$ cat config.mk
export PLATFORM = sky130hd
export DESIGN_NAME = des_perm_stream
export DESIGN_NICKNAME = d
export VERILOG_FILES = /design/src/rtl/des_perm_stream.sv
export SDC_FILE = /design/constraint.sdc
export NUM_CORES = 1
export LEC_CHECK = 0
export ABC_AREA = 1
export BUFFER_PORTS_ARGS = -buffer_cell sky130_fd_sc_hd__buf_2
export CAP_MARGIN = 20
export CORE_ASPECT_RATIO = 1.4
export CORE_MARGIN = 8
export CORE_UTILIZATION = 40
export DETAILED_ROUTE_END_ITERATION = 10
export PLACE_DENSITY = 0.59
export SYNTH_ARGS = -nofsm -noshare
export SYNTH_HDL_FRONTEND = slang
export SYNTH_SLANG_ARGS = --single-unit
$ cat constraint.sdc
create_clock -name clk -period 5.5 [get_ports clk]
set_clock_uncertainty 0.1 [all_clocks]
set_input_delay 0.825 -clock clk [delete_from_list [all_inputs] [get_ports clk]]
set_output_delay 0.825 -clock clk [all_outputs]
set_load 0.02 [all_outputs]
$ cat src/rtl/des_perm_stream.sv
// Streaming DES IP / IP^-1 / swapped IP^-1 / bypass engine with a reserved-slot output FIFO.
// Latency is 1+PIPE cycles into an empty FIFO; in_ready comes only from state, never from out_ready.
module des_perm_stream #(
  parameter int DEPTH = 4,
  parameter int PIPE  = 0,
  parameter int CNT_W = 16
) (
  input  logic                     clk,
  input  logic                     rst_n,
  input  logic                     flush,
  input  logic                     in_valid,
  output logic                     in_ready,
  input  logic [63:0]              in_data,
  input  logic [1:0]               in_mode,
  output logic                     out_valid,
  input  logic                     out_ready,
  output logic [63:0]              out_data,
  output logic [$clog2(DEPTH):0]   fifo_level,
  output logic [CNT_W-1:0]         blk_cnt
);

  localparam int PW = $clog2(DEPTH);

  // DES bit n (1 = MSB) lives at vector index 64-n.
  function automatic logic [63:0] ip_perm(input logic [63:0] x);
    logic [63:0] y;
    logic [5:0]  di;
    logic [5:0]  si;
    int          src;
    y = '0;
    for (int r = 0; r < 8; r++) begin
      for (int c = 0; c < 8; c++) begin
        src   = (r < 4) ? (58 + 2 * r - 8 * c) : (57 + 2 * (r - 4) - 8 * c);
        di    = 6'(63 - 8 * r - c);
        si    = 6'(64 - src);
        y[di] = x[si];
      end
    end
    return y;
  endfunction

  function automatic logic [63:0] fp_perm(input logic [63:0] x);
    logic [63:0] y;
    logic [5:0]  di;
    logic [5:0]  si;
    int          src;
    y = '0;
    for (int r = 0; r < 8; r++) begin
      for (int c = 0; c < 8; c++) begin
        src   = ((c % 2) == 0) ? (40 - r + 8 * (c / 2)) : (8 - r + 8 * (c / 2));
        di    = 6'(63 - 8 * r - c);
        si    = 6'(64 - src);
        y[di] = x[si];
      end
    end
    return y;
  endfunction

  logic              rdy_en_q;
  logic              a_vld_q, a_vld_d;
  logic [63:0]       a_dat_q, a_dat_d;
  logic              b_vld_q, b_vld_d;
  logic [63:0]       b_dat_q, b_dat_d;
  logic [PW-1:0]     wr_ptr_q, wr_ptr_d;
  logic [PW-1:0]     rd_ptr_q, rd_ptr_d;
  logic [PW:0]       level_q, level_d;
  logic [63:0]       last_q, last_d;
  logic [CNT_W-1:0]  cnt_q, cnt_d;
  logic [63:0]       mem_q [DEPTH];

  logic [63:0]       perm;
  logic [63:0]       push_dat;
  logic [63:0]       head;
  logic              push;
  logic              pop;
  logic              accept;
  logic [PW+1:0]     occ;

  always_comb begin
    perm = in_data;
    case (in_mode)
      2'b01:   perm = ip_perm(in_data);
      2'b10:   perm = fp_perm(in_data);
      2'b11:   perm = fp_perm({in_data[31:0], in_data[63:32]});
      default: perm = in_data;
    endcase
  end

  // Pipe stages count against capacity, so blocks in flight always have a FIFO slot.
  assign occ       = {1'b0, level_q} + (PW+2)'(a_vld_q) + (PW+2)'(b_vld_q);
  assign in_ready  = rdy_en_q && (occ < (PW+2)'(DEPTH));
  assign out_valid = (level_q != '0);
  assign head      = mem_q[rd_ptr_q];
  assign out_data  = out_valid ? head : last_q;
  assign fifo_level = level_q;
  assign blk_cnt   = cnt_q;

  assign accept   = in_valid && in_ready;
  assign pop      = out_valid && out_ready;
  assign push     = (PIPE != 0) ? b_vld_q : a_vld_q;
  assign push_dat = (PIPE != 0) ? b_dat_q : a_dat_q;

  always_comb begin
    a_vld_d  = accept && !flush;
    a_dat_d  = accept ? perm : a_dat_q;
    b_vld_d  = (PIPE != 0) && a_vld_q && !flush;
    b_dat_d  = a_vld_q ? a_dat_q : b_dat_q;
    wr_ptr_d = wr_ptr_q;
    rd_ptr_d = rd_ptr_q;
    level_d  = level_q;
    last_d   = last_q;
    cnt_d    = cnt_q;
    if (flush) begin
      wr_ptr_d = '0;
      rd_ptr_d = '0;
      level_d  = '0;
    end else begin
      wr_ptr_d = wr_ptr_q + PW'(push);
      rd_ptr_d = rd_ptr_q + PW'(pop);
      level_d  = level_q + (PW+1)'(push) - (PW+1)'(pop);
      if (pop) begin
        last_d = head;
        cnt_d  = cnt_q + CNT_W'(1);
      end
    end
  end

  always_ff @(posedge clk or negedge rst_n) begin
    if (!rst_n) begin
      rdy_en_q <= 1'b0;
      a_vld_q  <= 1'b0;
      a_dat_q  <= '0;
      b_vld_q  <= 1'b0;
      b_dat_q  <= '0;
      wr_ptr_q <= '0;
      rd_ptr_q <= '0;
      level_q  <= '0;
      last_q   <= '0;
      cnt_q    <= '0;
    end else begin
      rdy_en_q <= 1'b1;
      a_vld_q  <= a_vld_d;
      a_dat_q  <= a_dat_d;
      b_vld_q  <= b_vld_d;
      b_dat_q  <= b_dat_d;
      wr_ptr_q <= wr_ptr_d;
      rd_ptr_q <= rd_ptr_d;
      level_q  <= level_d;
      last_q   <= last_d;
      cnt_q    <= cnt_d;
    end
  end

  // Storage is masked by level, so it needs no reset.
  always_ff @(posedge clk) begin
    if (push && !flush) mem_q[wr_ptr_q] <= push_dat;
  end

endmodule

==> metrics.md <==
| Metric | Value |
|---|---|
| Die H | `266 µm` |
| Layout cells sized above 1 | `0.128` |
| I/O Pins | `156` |
| Worst-Margin Slew | `1.13 ns` |
| DRC violations left | `0` |
| Placed insts | `2481` |
| R2r worst-path depth | `6` |
| Crit path cell chain | `clkinv_2, buf_12, o21ai_1, o21ai_1, nand2_1, o21ai_0, buf_2` |
| Crit path max-delay cell type | `dfrtp_4` |
| Syn nets | `1935` |
| GPL Wtd Cong | `0.879` |
| Die extent in x | `195 µm` |
| Clk pwr share | `0.278` |
| CTS-repair resized insts | `0` |
| Yosys top cell by area | `edfxtp_1` |
| Tcrit/Tclk final | `0.780` |
| CTS buffer count | `42` |
| Hold Fails Final Rpt | `0` |
| Final ANT Viol Nets | `0` |
| Placed Area | `19000 µm²` |
| RSZ-0062 raised after global routing | `no` |
| Fin. max-slew vios | `0` |
| EDFF count, synth | `256` |
| Cell Area, Synth | `17900 µm²` |
| Clk_lat worst skew | `0.54 ns` |
| HP Class | `input port to async pin` |
| Comb power frac | `0.304` |
| Worst r2r dst | `last_q[45]$_DFFE_PN0P_` |
| Post-synth top cells | `nand2_1 (600), edfxtp_1 (256), nor2_1 (212)` |
| H-tree levels | `2` |
| Non-filler cells, final | `2565` |
| Final setup fails | `0` |
| CTS tree | `built` |
| Synth warnings | `0` |
| Peak supply drop | `0.465 mV` |
| Primary FF master, synth | `edfxtp_1` |
| Critical Path RT | `4.58 ns` |
| Nets | `2046` |
| Yosys top cell area share | `0.429` |
| Worst Path Arrival | `3.36 ns` |
| Avg Vias per Cell | `5.14` |
| Detailed-route wire length | `46.5 mm` |
| Die Footprint | `51900 µm²` |
| Synthesis-to-layout area growth | `14.2%` |
| Initial DRT Pass Iterations | `5` |
| Number of global-route vias before repair | `12.7k` |
| Class of the most critical setup path | `flop to output pin` |
| Initial antenna violation count | `13` |
| Sum Neg Setup Slack | `0 ns` |
| Relative slew slack | `0.250` |
| Syn Inst Count | `1857` |
| R2r setup slk | `2.59 ns` |
| Critical Path End Type | `output pin` |
| Most frequent CP cell | `o21ai_1` |
| Top cells by area, synth | `edfxtp_1 (43%), dfrtp_1 (21%), nand2_1 (13%)` |
| Core Footprint | `44200 µm²` |
| Net switching power | `3.87 mW` |
| Sequential fraction of the synthesis area | `0.643` |
| Synth unique cells | `29` |
| Outcome | `completed` |
| Most frequent cell after synthesis | `nand2_1` |
| Vias | `13.2k` |
| Detail Placement HPWL | `28.9 mm` |
| #FFs+latches synth | `409` |
| Initial Util | `0.405` |
| R2r startpoint | `fifo_level[1]$_DFF_PN0_` |
| Row count | `91` |
| Hold_buf cts | `0` |
| Syn_area_per_cell | `9.64 µm²` |
| CTS root buf | `clkbuf_16` |
| Port Buffers | `155` |
| Routed wire per std cell | `18.1 µm` |
| Worst Path Max Fanout | `75` |
| First-pass GRT wire length | `73.3 mm` |
| Reg clk slew, reported paths | `0.06 ns` |
| Flop pwr share | `0.418` |
| Crit-path max cell delay | `0.85 ns` |
| Post-route minimum period | `4.29 ns` |
| Fmax | `233 MHz` |
| CTS Buffer Depth | `3` |
| Switch share | `0.368` |
| Max-Cap Viols | `0` |
| Post-CTS setup buffers | `0` |
| 1st-iter DRT viols | `1060` |
| Pwr per Cell Area | `515 nW/µm²` |
| Clock Sinks | `409` |
| FFs w/ async S/R, synth | `0.374` |
| Final Core Density | `0.463` |
| Final instance area | `20400 µm²` |
| Leakage | `8.46 nW` |
| Grt ovf | `0` |
| Largest net degree at the start of global routing | `154` |
| Startpoint types | `flop` |
| Int Power | `6.66 mW` |
| Global Route Usage Sum | `0.178` |
## worst max-delay path by stage
stage	slack (ns)	startpoint	to
3_5_place_dp	1.76	rd_ptr_q[0]$_DFF_PN0_	out_data[60]
4_1_cts	1.18	rd_ptr_q[0]$_DFF_PN0_	out_data[60]
2_1_floorplan	-0.53	flush	mem_q[0][0]$_DFFE_PP_
3_3_place_gp	1.79	rd_ptr_q[0]$_DFF_PN0_	out_data[56]
6_report	1.21	rd_ptr_q[0]$_DFF_PN0_	out_data[32]
5_1_grt	0.92	rd_ptr_q[0]$_DFF_PN0_	out_data[32]
## cells by family (layout without fill, tap and decap cells)
logic type               Yosys count  after routing  synth area share
AO/OA/AOI/OAI                    331            331            0.0927
XOR/XNOR                          12             12           0.00587
adder cells (fa/ha/maj)            7              7           0.00531
buffers and inverters            198            342            0.0511
flip-flops                       409            409             0.643
multiplexers                       2              2           0.00112
other                              1              7          0.000209
AND/OR/NAND/NOR                  897            897             0.200
## per-layer routing
metal	GRT usage	part of all wire
met1	0.233	0.44
met2	0.296	0.47
met3	0.0413	0.067
met4	0.0497	0.024
met5	0	0.0016
## cells in the final DEF (no fill, tap or decap), types with 2 or more instances in the layout
cell type   count
clkbuf_1        8
clkbuf_16      43
diode_2         6
inv_1          84
nor2_4          2
bufinv_16       6
inv_6           4
buf_12          3
xnor2_1         5
clkinvlp_4      2
nand3_1         7
a21oi_1         5
buf_2         154
clkinv_1        5
buf_4          15
mux2i_1         2
edfxtp_1      256
clkinv_2       10
nand3b_1        3
xor2_1          7
nand2_1       600
o22ai_1         2
ha_1            6
nand4_1        64
o21ai_0       149
inv_2           5
nor3_2          4
nor2_1        212
o21ai_1       175
dfrtp_1       152
## registers in the layout (all words and copies together) (netlist names)
name and flops:
rd_ptr_q 2, mem_q 256, rdy_en_q 1, blk_cnt 16
a_vld_q 1, a_dat_q 64, wr_ptr_q 2, last_q 64
fifo_level 3
## layout make-up
cell class	count	area, µm²
fill	4154	23700
sequential	409	11500
multi-input combinational	1250	5510
clock buffer	51	1110
timing repair buffer	173	955
tap	558	698
inverter	92	350
clock inverter	26	298
antenna	6	15.0
## power groups by stage
stage               combinational [mW]  clock [mW]  sequential (mW)
floorplan                         2.28           0             4.30
CTS                               3.28        2.99             4.42
global route                      3.63        3.10             4.48
finish                            3.20        2.92             4.40
detailed placement                3.26           0             4.47
global placement                  3.22           0             4.45
## through the flow
stage / setup WS (ns) / hold slack, ns / power [mW]
floorplan: -0.529 / 0.376 / 6.58
global placement: 1.79 / 0.376 / 7.67
detailed placement: 1.76 / 0.384 / 7.74
CTS: 1.18 / 0.380 / 10.7
global route: 0.916 / 0.356 / 11.2
finish: 1.21 / 0.247 / 10.5
## worst max-delay path, delay by kind of cell (launching register included)
kind / cells / cell delay (ns)
flops: 1 / 0.85
buf+inv: 3 / 1.39
simple gates: 1 / 0.06
compound gates: 3 / 0.42
Power figures use the tool's default switching activity.
